**src/rtl/mem_access_stage.sv**
```systemverilog
// Pipeline MEM stage: issues load/store accesses on a req/ack data-memory port,
// stalls the front of the pipeline while memory is busy and owns the MEM/WB register.
// Misaligned word accesses and memory timeouts become bubbles with one-cycle error pulses.
module mem_access_stage #(
  parameter int unsigned TIMEOUT = 16
) (
  input  logic        clk,
  input  logic        rst_n,
  input  logic [31:0] EXE_MEM_Result,
  input  logic [31:0] EXE_MEM_Rt,
  input  logic [4:0]  EXE_MEM_DstReg,
  input  logic        EXE_MEM_MemRead,
  input  logic        EXE_MEM_MemWrite,
  input  logic        EXE_MEM_MemtoReg,
  input  logic        EXE_MEM_RegWrite,
  input  logic        EXE_MEM_Byte,
  output logic        dmem_req,
  output logic        dmem_we,
  output logic [31:0] dmem_addr,
  output logic [31:0] dmem_wdata,
  output logic [3:0]  dmem_be,
  input  logic [31:0] dmem_rdata,
  input  logic        dmem_ack,
  output logic        MEM_Stall,
  output logic        MEM_AlignErr,
  output logic        MEM_BusErr,
  output logic [31:0] MEM_WB_Result,
  output logic [31:0] MEM_WB_ReadData,
  output logic [4:0]  MEM_WB_DstReg,
  output logic        MEM_WB_MemtoReg,
  output logic        MEM_WB_RegWrite
);

  localparam int unsigned CntW = $clog2(TIMEOUT + 1);

  typedef enum logic {StIdle, StWait} state_e;

  state_e          state_q;
  logic [CntW-1:0] cnt_q;

  logic        access;
  logic        is_load;
  logic        aligned;
  logic        at_limit;
  logic        complete;
  logic        abort;
  logic        wb_valid;
  logic [1:0]  lane_sel;
  logic [7:0]  lane_byte;
  logic [31:0] load_data;

  assign access   = EXE_MEM_MemRead | EXE_MEM_MemWrite;
  // Read and write together is treated as a store.
  assign is_load  = EXE_MEM_MemRead & ~EXE_MEM_MemWrite;
  assign aligned  = EXE_MEM_Byte | (EXE_MEM_Result[1:0] == 2'b00);
  assign lane_sel = EXE_MEM_Result[1:0];
  assign at_limit = (cnt_q == CntW'(TIMEOUT));

  // Request fields come straight from EXE/MEM; upstream holds them stable while stalled.
  always_comb begin
    dmem_addr  = {EXE_MEM_Result[31:2], 2'b00};
    dmem_we    = EXE_MEM_MemWrite;
    dmem_wdata = EXE_MEM_Byte ? {4{EXE_MEM_Rt[7:0]}} : EXE_MEM_Rt;
    dmem_be    = EXE_MEM_Byte ? (4'b1000 >> lane_sel) : 4'b1111;
  end

  // Big-endian lane pick and sign extension for byte loads.
  always_comb begin
    lane_byte = 8'h00;
    unique case (lane_sel)
      2'd0: lane_byte = dmem_rdata[31:24];
      2'd1: lane_byte = dmem_rdata[23:16];
      2'd2: lane_byte = dmem_rdata[15:8];
      2'd3: lane_byte = dmem_rdata[7:0];
    endcase
    load_data = EXE_MEM_Byte ? {{24{lane_byte[7]}}, lane_byte} : dmem_rdata;
  end

  // Handshake, abort and stall decisions for the current cycle.
  always_comb begin
    dmem_req  = rst_n & ((state_q == StWait) | (access & aligned));
    complete  = dmem_req & dmem_ack;
    abort     = rst_n & (state_q == StWait) & ~dmem_ack & at_limit;
    MEM_Stall = dmem_req & ~dmem_ack & ~abort;
    // Non-memory instructions pass straight through; accesses only on completion.
    wb_valid  = ((state_q == StIdle) & ~access) | complete;
  end

  // FSM, wait counter and error pulses.
  always_ff @(posedge clk) begin
    if (!rst_n) begin
      state_q      <= StIdle;
      cnt_q        <= '0;
      MEM_AlignErr <= 1'b0;
      MEM_BusErr   <= 1'b0;
    end else begin
      MEM_AlignErr <= (state_q == StIdle) & access & ~aligned;
      MEM_BusErr   <= abort;
      unique case (state_q)
        StIdle: begin
          if (dmem_req && !dmem_ack) begin
            state_q <= StWait;
            cnt_q   <= CntW'(1);
          end
        end
        StWait: begin
          if (dmem_ack || at_limit) begin
            state_q <= StIdle;
            cnt_q   <= '0;
          end else begin
            cnt_q <= cnt_q + CntW'(1);
          end
        end
        default: begin
          state_q <= StIdle;
          cnt_q   <= '0;
        end
      endcase
    end
  end

  // MEM/WB register: loads every cycle, bubble when stalled, aborted or misaligned.
  always_ff @(posedge clk) begin
    if (!rst_n) begin
      MEM_WB_Result   <= '0;
      MEM_WB_ReadData <= '0;
      MEM_WB_DstReg   <= '0;
      MEM_WB_MemtoReg <= 1'b0;
      MEM_WB_RegWrite <= 1'b0;
    end else if (wb_valid) begin
      MEM_WB_Result   <= EXE_MEM_Result;
      MEM_WB_DstReg   <= EXE_MEM_DstReg;
      MEM_WB_MemtoReg <= EXE_MEM_MemtoReg & ~EXE_MEM_MemWrite;
      MEM_WB_RegWrite <= EXE_MEM_RegWrite;
      if (complete && is_load) begin
        MEM_WB_ReadData <= load_data;
      end
    end else begin
      MEM_WB_DstReg   <= '0;
      MEM_WB_MemtoReg <= 1'b0;
      MEM_WB_RegWrite <= 1'b0;
    end
  end

endmodule
```
**config.mk**
```make
export PLATFORM = sky130hd
export DESIGN_NAME = mem_access_stage
export DESIGN_NICKNAME = d
export VERILOG_FILES = /design/src/rtl/mem_access_stage.sv
export SDC_FILE = /design/constraint.sdc
export NUM_CORES = 1
export LEC_CHECK = 0
export BUFFER_PORTS_ARGS = -buffer_cell sky130_fd_sc_hd__buf_4
export CORE_MARGIN = 2
export CORE_UTILIZATION = 44
export DETAILED_ROUTE_END_ITERATION = 8
export GPL_ROUTABILITY_DRIVEN = 0
export PLACE_DENSITY = 0.82
export RECOVER_POWER = 50
export SYNTH_ARGS = -nofsm -noshare
export SYNTH_HDL_FRONTEND = slang
export SYNTH_SLANG_ARGS = --single-unit
```
**constraint.sdc**
```tcl
create_clock -name clk -period 2.4 [get_ports clk]
set_clock_uncertainty 0.1 [all_clocks]
set_input_delay 0.48 -clock clk [delete_from_list [all_inputs] [get_ports clk]]
set_output_delay 0.48 -clock clk [all_outputs]
set_load 0.01 [all_outputs]
```
Word-level counts from Yosys, hierarchy flattened:

Cells that the tools add are included.

* register bits: 79
* input bits: 109
* output and inout port bits: 144
* word-level logic and storage cells: 56

* add/sub/neg operators: 1
* eq/ne operators: 5
* shifts and indexed selects: 1
* muxes and demuxes: 10
* bitwise gates (word level): 23
* reductions and logical operators: 7

Operators by type and width (count)
* $mux W32: 2
* $pmux W8 S4: 1
* $and A1 B1 Y1: 13
* $mux W5: 2
* $pmux W5 S2: 1
* $not A1 Y1: 6
* $add A5 B1 Y5 const B: 1
* $eq A5 B5 Y1 const B: 1
* $eq A2 B2 Y1 const B: 2
* $mux W4: 1
* $or A1 B1 Y1: 4
* $reduce_and A2 Y1: 2
* $shr A4 B2 Y4 const A: 1
* $eq A2 B1 Y1 const B: 1
* $logic_and A1 B1 Y1: 2
* $logic_not A2 Y1: 1
* $mux W1: 2
* $ne A2 B1 Y1 const B: 1
* $pmux W1 S2: 1
* $logic_not A1 Y1: 1
* $logic_or A1 B1 Y1: 1

Logic depth before layout (Yosys ltp):

Gate-level depths: netlist (run 1).

* word-level depth: 8
* depth in mapped cells: 7
* gate-level depth less buffers: 6

Worst setup path after synthesis (run 1):

No wires, ideal clock.

* kind: register to output
* start point: reg cnt_q[0]
* end point: out MEM_Stall
* data arrival time: 1311 ps
* required time: 1820 ps
* path slack: 509 ps
* cell stages (with the launch flop): 6
* path buffers: 0
* cells stage by stage: dfxtp_1 > inv_1 > ha_1 > and4bb_1 > and4b_1 > nor4_1

* cells in the longest elaborated chain, start to end: 4

RTL lines
* start, declared: RTL line 39 `logic [CntW-1:0] cnt_q;`
* start signal, assigned: RTL line 103 `cnt_q <= CntW'(1);`
* start signal, assigned: RTL line 111 `cnt_q <= cnt_q + CntW'(1);`
* $eq A5 B5 Y1: RTL line 57 `assign at_limit = (cnt_q == CntW'(TIMEOUT));`
* $and A1 B1 Y1: RTL line 83 `abort = rst_n & (state_q == StWait) & ~dmem_ack & at_limit;`
* $not A1 Y1: RTL line 84 `MEM_Stall = dmem_req & ~dmem_ack & ~abort;`
* $and A1 B1 Y1: RTL line 84
* end, declared: RTL line 24 `output logic MEM_Stall,`

Every way passes these cells.

Final worst setup path (run 1):

Ends and elaborated chain as after synthesis.

==> impl_metrics.env, run 1 <==
export IMPL_syn_mean_instance_area_um2=8.25
export IMPL_cts_tree="done"
export IMPL_end_kind="primary output"
export IMPL_synth_xor_area_share_pct=0
export IMPL_synthDominantCellAreaShare_pct=38.3
export IMPL_ir_worst_vdd_v=0.000349
export IMPL_muxShareOfSynthArea_pct=9.99
export IMPL_grt_max_degree=68
export IMPL_period_share_pct=94.3
export IMPL_synthAdderAreaFrac_pct=0.605
export IMPL_synth_edf_count=0
export IMPL_post_cts_setup_buffers=0
export IMPL_synthTopCellsByArea="dfxtp_1 38%, mux2i_1 9.4%, o21ai_0 8.5%"
export IMPL_io_pins=253
export IMPL_vias_per_cell=4.98
export IMPL_num_antenna_cells=0
export IMPL_clock_root_buffer="clkbuf_8"
export IMPL_layout_drive_gt1_share_pct=39.3
export IMPL_whs_path_depth=2
export IMPL_grt_util_all_layers_pct=22.3
export IMPL_p_leak_nw=2.97
export IMPL_max_freq_ghz=0.442
export IMPL_cap_violations=0
export IMPL_drt_total_wl_mm=11.5
export IMPL_start_util_pct=45.0
export IMPL_fin_ws_ns=0.136
export IMPL_stdcell_count=811
export IMPL_clock_path_buffers=2
export IMPL_die_height_um=101
export IMPL_path_class="flip-flop to primary output"
export IMPL_worstReg2RegStart="cnt_q[0]"
export IMPL_antenna_found_initial=0
export IMPL_critPathRequiredTime_ns=1.82
export IMPL_ys_ff_latch=79
export IMPL_synth_cell_type_count=41
export IMPL_numCtsBuffers=9
export IMPL_worst_slew_pin_slew_ns=0.584
export IMPL_drtAntennaViolNets=0
export IMPL_drc=0
export IMPL_regArea_um2=1580
export IMPL_post_route_min_period_ns=2.26
export IMPL_nNetsFinal=806
export IMPL_area_growth_pct=42.5
export IMPL_ys_seq_area_share_pct=38.3
export IMPL_dp_worst_setup_slack_ns=0.269
export IMPL_core_region_area_um2=9200
export IMPL_setup_viol=0
export IMPL_path_delay_family="simple AND/OR/NAND/NOR gates"
export IMPL_fp_row_count=35
export IMPL_reg2reg_slack_ns=0.56
export IMPL_multi_input_comb_area_um2=1910
export IMPL_vias=4040
export IMPL_synth_top_area_cell="dfxtp_1"
export IMPL_synth_top_family_by_area="compound AO/OA/AOI/OAI gates"
export IMPL_slowest_stage="dfxtp_2"
export IMPL_yosysWarnings=0
export IMPL_grt_pass1_wl_mm=18.4
export IMPL_placedCellCount=795
export IMPL_worstRegToRegCells=6
export IMPL_ys_async_sr_fraction_pct=0
export IMPL_holdWs_ns=0.259
export IMPL_worst_skew_pair_late_latency_ns=0.35
export IMPL_synth_most_common_cell="nand2_1"
export IMPL_critical_path_buf_inv_count=2
export IMPL_port_buffers=250
export IMPL_grt_overflow=0
export IMPL_cp_cell_sequence="inv_1 > ha_1 > and4bb_1 > and4b_1 > nor4_2 > buf_4"
export IMPL_outcome="finished clean"
export IMPL_clk_pin_slew_worst_paths_ns=0.09
export IMPL_yosys_top_cells_count="80 x nand2_1, 79 x dfxtp_1, 70 x o21ai_0"
export IMPL_drt_iter0_drc=126
export IMPL_hold_end="MEM_WB_RegWrite"
export IMPL_first_global_vias=3848
export IMPL_synth_top_flop_cell="dfxtp_1"
export IMPL_dpl_hpwl_mm=8.95
export IMPL_slowest_delay_ns=0.36
export IMPL_fillers=820
export IMPL_first_pass_iters=4
export IMPL_synth_simple_area_share_pct=17.5
export IMPL_hold_buffers=0
export IMPL_syn_cell_area_um2=4130
export IMPL_synth_compound_area_share_pct=17.8
export IMPL_crit_fanout=4
export IMPL_hold_path_startpoint="EXE_MEM_RegWrite"
export IMPL_min_path_type="input port to flip-flop"
export IMPL_cp_arrival_ns=1.68
export IMPL_final_util_pct=64.1
export IMPL_slew_headroom_pct=61.1
export IMPL_r2r_end="cnt_q[2]"
export IMPL_wire_per_inst_um=14.2
export IMPL_power_density_nw_per_um2=547
export IMPL_synth_cells=501
export IMPL_fp_dieArea_um2=10200
export IMPL_cp_start_kind="flip-flop"
export IMPL_slew_viol_final=0
export IMPL_cts_sinks=79
export IMPL_htreeDepth=3
export IMPL_die_w_um=101
export IMPL_hold_violations=0
-- per-stage QoR --
step                      power [mW]  TNS (ns)  area, um2
after global placement          2.15         0       5710
after global routing            3.38   -0.0114       5890
final                           3.22         0       5890
after floorplan                 1.82         0       4140
after CTS                       3.27         0       5940
after detailed placement        2.17         0       5710
-- cell usage in the layout, fill, tap and decap left out, types with 2 or more instances in the layout --
cell / instances
nor2_1: 5
clkbuf_1: 15
a221o_1: 7
and3_1: 9
bufinv_16: 2
and4b_1: 2
o211ai_1: 7
nand2b_1: 30
o221a_2: 3
inv_1: 29
nand3_1: 7
clkinv_4: 4
nor2b_1: 3
dfxtp_1: 78
nand2_1: 80
o21ai_1: 2
conb_1: 2
ha_1: 2
clkbuf_8: 9
o21ai_0: 70
a21oi_1: 26
mux2i_1: 39
or2b_1: 2
buf_4: 247
nor4_1: 2
-- state kept, by name, indices dropped and copies added, names as in the netlist --
signal and count:
MEM_WB_MemtoReg 1, MEM_WB_ReadData 32, cnt_q 5, MEM_WB_RegWrite 1, MEM_WB_DstReg 5, MEM_AlignErr 1, state_q 1, MEM_WB_Result 32
MEM_BusErr 1
-- worst reg2reg max path: cells and delay by family (launching register included) --
kind                       cells  cell delay (ns)
AOI/OAI and AO/OA              2             0.41
adders and majority gates      1             0.18
buffers and inverters          1             0.06
DFF                            1             0.36
and+or+nand+nor                2             0.67
-- worst max path at each step --
stage            startpoint              to  slack [ns]  depth (start not counted)
2_1_floorplan      cnt_q[0]       MEM_Stall        0.51                          5
6_report           cnt_q[0]       MEM_Stall        0.14                          6
3_3_place_gp   EXE_MEM_Byte  dmem_wdata[27]        0.33                          5
3_5_place_dp   EXE_MEM_Byte  dmem_wdata[26]        0.27                          5
4_1_cts            cnt_q[0]       MEM_Stall        0.04                          6
5_1_grt            cnt_q[0]       MEM_Stall       -0.01                          6
-- power by group --
group	internal [mW]	switching (mW)	total, mW
clock	0.594	0.499	1.09
sequential	1.37	0.0327	1.41
combinational	0.380	0.342	0.722
-- layout make-up --
| cell class | count | share of cell area, % |
|---|---|---|
| clock inverter | 6 | 1.61 |
| tap | 111 | 2.36 |
| inverter | 29 | 1.85 |
| clock buffer | 10 | 2.17 |
| multi-input combinational | 314 | 32.4 |
| timing repair buffer | 262 | 32.7 |
| sequential | 79 | 26.9 |
-- timing repair --
| action | in CTS | in global routing |
|---|---|---|
| endpoints found under the setup margin | 0 | 1 |
| endpoints found under the hold margin | 0 | 0 |
| resized for setup | 0 | 2 |
-- logic make-up (layout without fill, tap and decap cells) --
logic type,Yosys count,in the layout
adder cells (fa/ha/maj),2,2
AO/OA/AOI/OAI,123,123
flip-flops,79,79
multiplexers,40,40
buffers and inverters,109,307
other,1,2
AND/OR/NAND/NOR,147,147
-- per-layer routing --
| layer | track usage [%] | up-vias | wire length [um] | share of wire (%) |
|---|---|---|---|---|
| li1 | - | 2029 | - | - |
| met1 | 26.9 | 1818 | 4700 | 41 |
| met2 | 37.9 | 174 | 5630 | 49 |
| met3 | 5.55 | 19 | 911 | 7.9 |
| met4 | 9.25 | 0 | 247 | 2.2 |
| met5 | 0 | - | 0 | 0 |
(Power assumes the default switching activity.)
==> run 2: changes to the inputs <==
- CELL_PAD_IN_SITES_DETAIL_PLACEMENT: default -> 1
- CELL_PAD_IN_SITES_GLOBAL_PLACEMENT: default -> 2
- CORE_UTILIZATION: 44 -> 23
- PLACE_DENSITY: 0.82 -> default
- PLACE_DENSITY_LB_ADDON: default -> 0.1
==> impl_metrics.env, run 2 (same netlist as run 1, synthesis figures left out) <==
export IMPL_worst_skew_pair_late_latency_ns=0.33
export IMPL_clk_pin_slew_worst_paths_ns=0.06
export IMPL_area_growth_pct=39.4
export IMPL_fp_row_count=49
export IMPL_first_pass_iters=4
export IMPL_period_share_pct=95.7
export IMPL_cts_tree="done"
export IMPL_vias_per_cell=4.43
export IMPL_final_cell_mix="149 x buf_4, 109 x clkbuf_1, 80 x nand2_1"
export IMPL_fp_dieArea_um2=19100
export IMPL_io_pins=253
export IMPL_path_class="flip-flop to primary output"
export IMPL_slew_headroom_pct=57.2
export IMPL_htreeDepth=3
export IMPL_p_int_mw=2.50
export IMPL_grt_max_degree=104
export IMPL_post_cts_setup_buffers=0
export IMPL_worst_slew_pin_slew_ns=0.637
export IMPL_die_height_um=138
export IMPL_cp_arrival_ns=1.72
export IMPL_num_antenna_cells=0
export IMPL_p_leak_nw=2.61
export IMPL_grt_overflow=0
export IMPL_antenna_found_initial=0
export IMPL_drt_total_wl_mm=14.1
export IMPL_ir_worst_vdd_v=0.000316
export IMPL_numCtsBuffers=9
export IMPL_switching_power_mw=0.940
export IMPL_dpl_hpwl_mm=10.7
export IMPL_seqPwrFrac_pct=41.0
export IMPL_port_buffers=250
export IMPL_setup_viol=0
export IMPL_layout_drive_gt1_share_pct=25.8
export IMPL_clock_root_buffer="clkbuf_16"
export IMPL_vias=4099
export IMPL_tns_ns=0
export IMPL_cp_start_kind="flip-flop"
export IMPL_grt_pass1_wl_mm=22.5
export IMPL_cts_sinks=79
export IMPL_power_density_nw_per_um2=597
export IMPL_grt_util_all_layers_pct=14.5
export IMPL_end_kind="primary output"
export IMPL_drt_iter0_drc=168
export IMPL_clock_path_buffers=2
export IMPL_drc=0
export IMPL_critPathRequiredTime_ns=1.82
export IMPL_drtAntennaViolNets=0
export IMPL_clkPwrFrac_pct=39.4
export IMPL_switching_share_pct=27.4
export IMPL_final_common_cell="buf_4"
export IMPL_max_freq_ghz=0.435
export IMPL_outcome="finished clean"
export IMPL_reg_top3="MEM_WB_ReadData (32), MEM_WB_Result (32)"
export IMPL_wire_per_inst_um=15.2
export IMPL_core_region_area_um2=17800
export IMPL_rsz0062_at_grt="no"
export IMPL_power_frac_comb_pct=19.6
export IMPL_hold_violations=0
export IMPL_nNetsFinal=804
export IMPL_post_route_min_period_ns=2.30
export IMPL_die_w_um=138
export IMPL_cap_violations=0
export IMPL_crit_fanout=4
export IMPL_power_mw=3.44
export IMPL_min_path_type="input port to flip-flop"
export IMPL_first_global_vias=4273
export IMPL_start_util_pct=23.3
export IMPL_slew_viol_final=0
run 2: cell count changes in the layout (fill, tap and decap cells not counted), moves of 2 or more:
cell and change:
buf_12 +2, buf_4 -98, clkbuf_1 +94, clkbuf_16 +9, clkbuf_8 -9, clkinv_4 -4
clkinvlp_4 +2
run 2: power groups by stage:
stage	Sequential, mW	Combinational (mW)	Clock (mW)
floorplan	1.46	0.360	0
global placement	1.44	0.746	0
detailed placement	1.44	0.760	0
finish	1.41	0.674	1.36
CTS	1.41	0.762	1.43
global route	1.42	0.743	1.47
run 2: layer usage:
| metal | track usage (%) | share of wire, % | vias to the layer above |
|---|---|---|---|
| met2 | 26.1 | 51 | 136 |
| met1 | 15.6 | 39 | 1922 |
| met4 | 4.67 | 2.0 | 0 |
| met5 | 0 | 0 | - |
| li1 | - | - | 2020 |
| met3 | 5.44 | 8.0 | 21 |
run 2: final timing paths:
path                                        start          endpoint  depth (start not counted)  slack (ns)
worst max-delay path                     cnt_q[0]         MEM_Stall                          6        0.10
worst min-delay path            EXE_MEM_DstReg[3]  MEM_WB_DstReg[3]                          2        0.27
worst max register to register           cnt_q[0]          cnt_q[2]                          6        0.58
worst min register to register   MEM_WB_Result[7]  MEM_WB_Result[7]                          2        0.36
run 2: per-stage QoR:
step           util (%)  hold slack, ns  setup slack [ns]  cell area, um2  std cells
4_1_cts            34.7           0.257            0.0291            6160        926
5_1_grt            32.4           0.270            0.0184            5760        926
3_3_place_gp       33.0           0.346             0.244            5870        911
3_5_place_dp       33.0           0.356             0.242            5870        911
6_report           32.4           0.273             0.103            5760        926
2_1_floorplan         -           0.380             0.509            4140        502
run 2: layout make-up:
type                    count  area, um2
repair buffers            260       1580
fillers                  2172      12000
inverters                  29        109
clock buffers              10        229
clock inverters             5       58.8
well taps                 229        287
multi-input cells         314       1910
flip-flops and latches     79       1580
run 2: critical path, stage by stage (launching register included):
cell and delay (ns):
dfxtp_2 0.36, inv_2 0.04, ha_1 0.18, and4bb_1 0.19
and4b_1 0.23, nor4_2 0.19, buf_4 0.18
run 2: what timing repair did:
action / CTS / global route
endpoints found under the setup margin: 1 / 1
hold buffers: 0 / 0
pin swaps: 0 / 0
gates resized for setup: 1 / 3
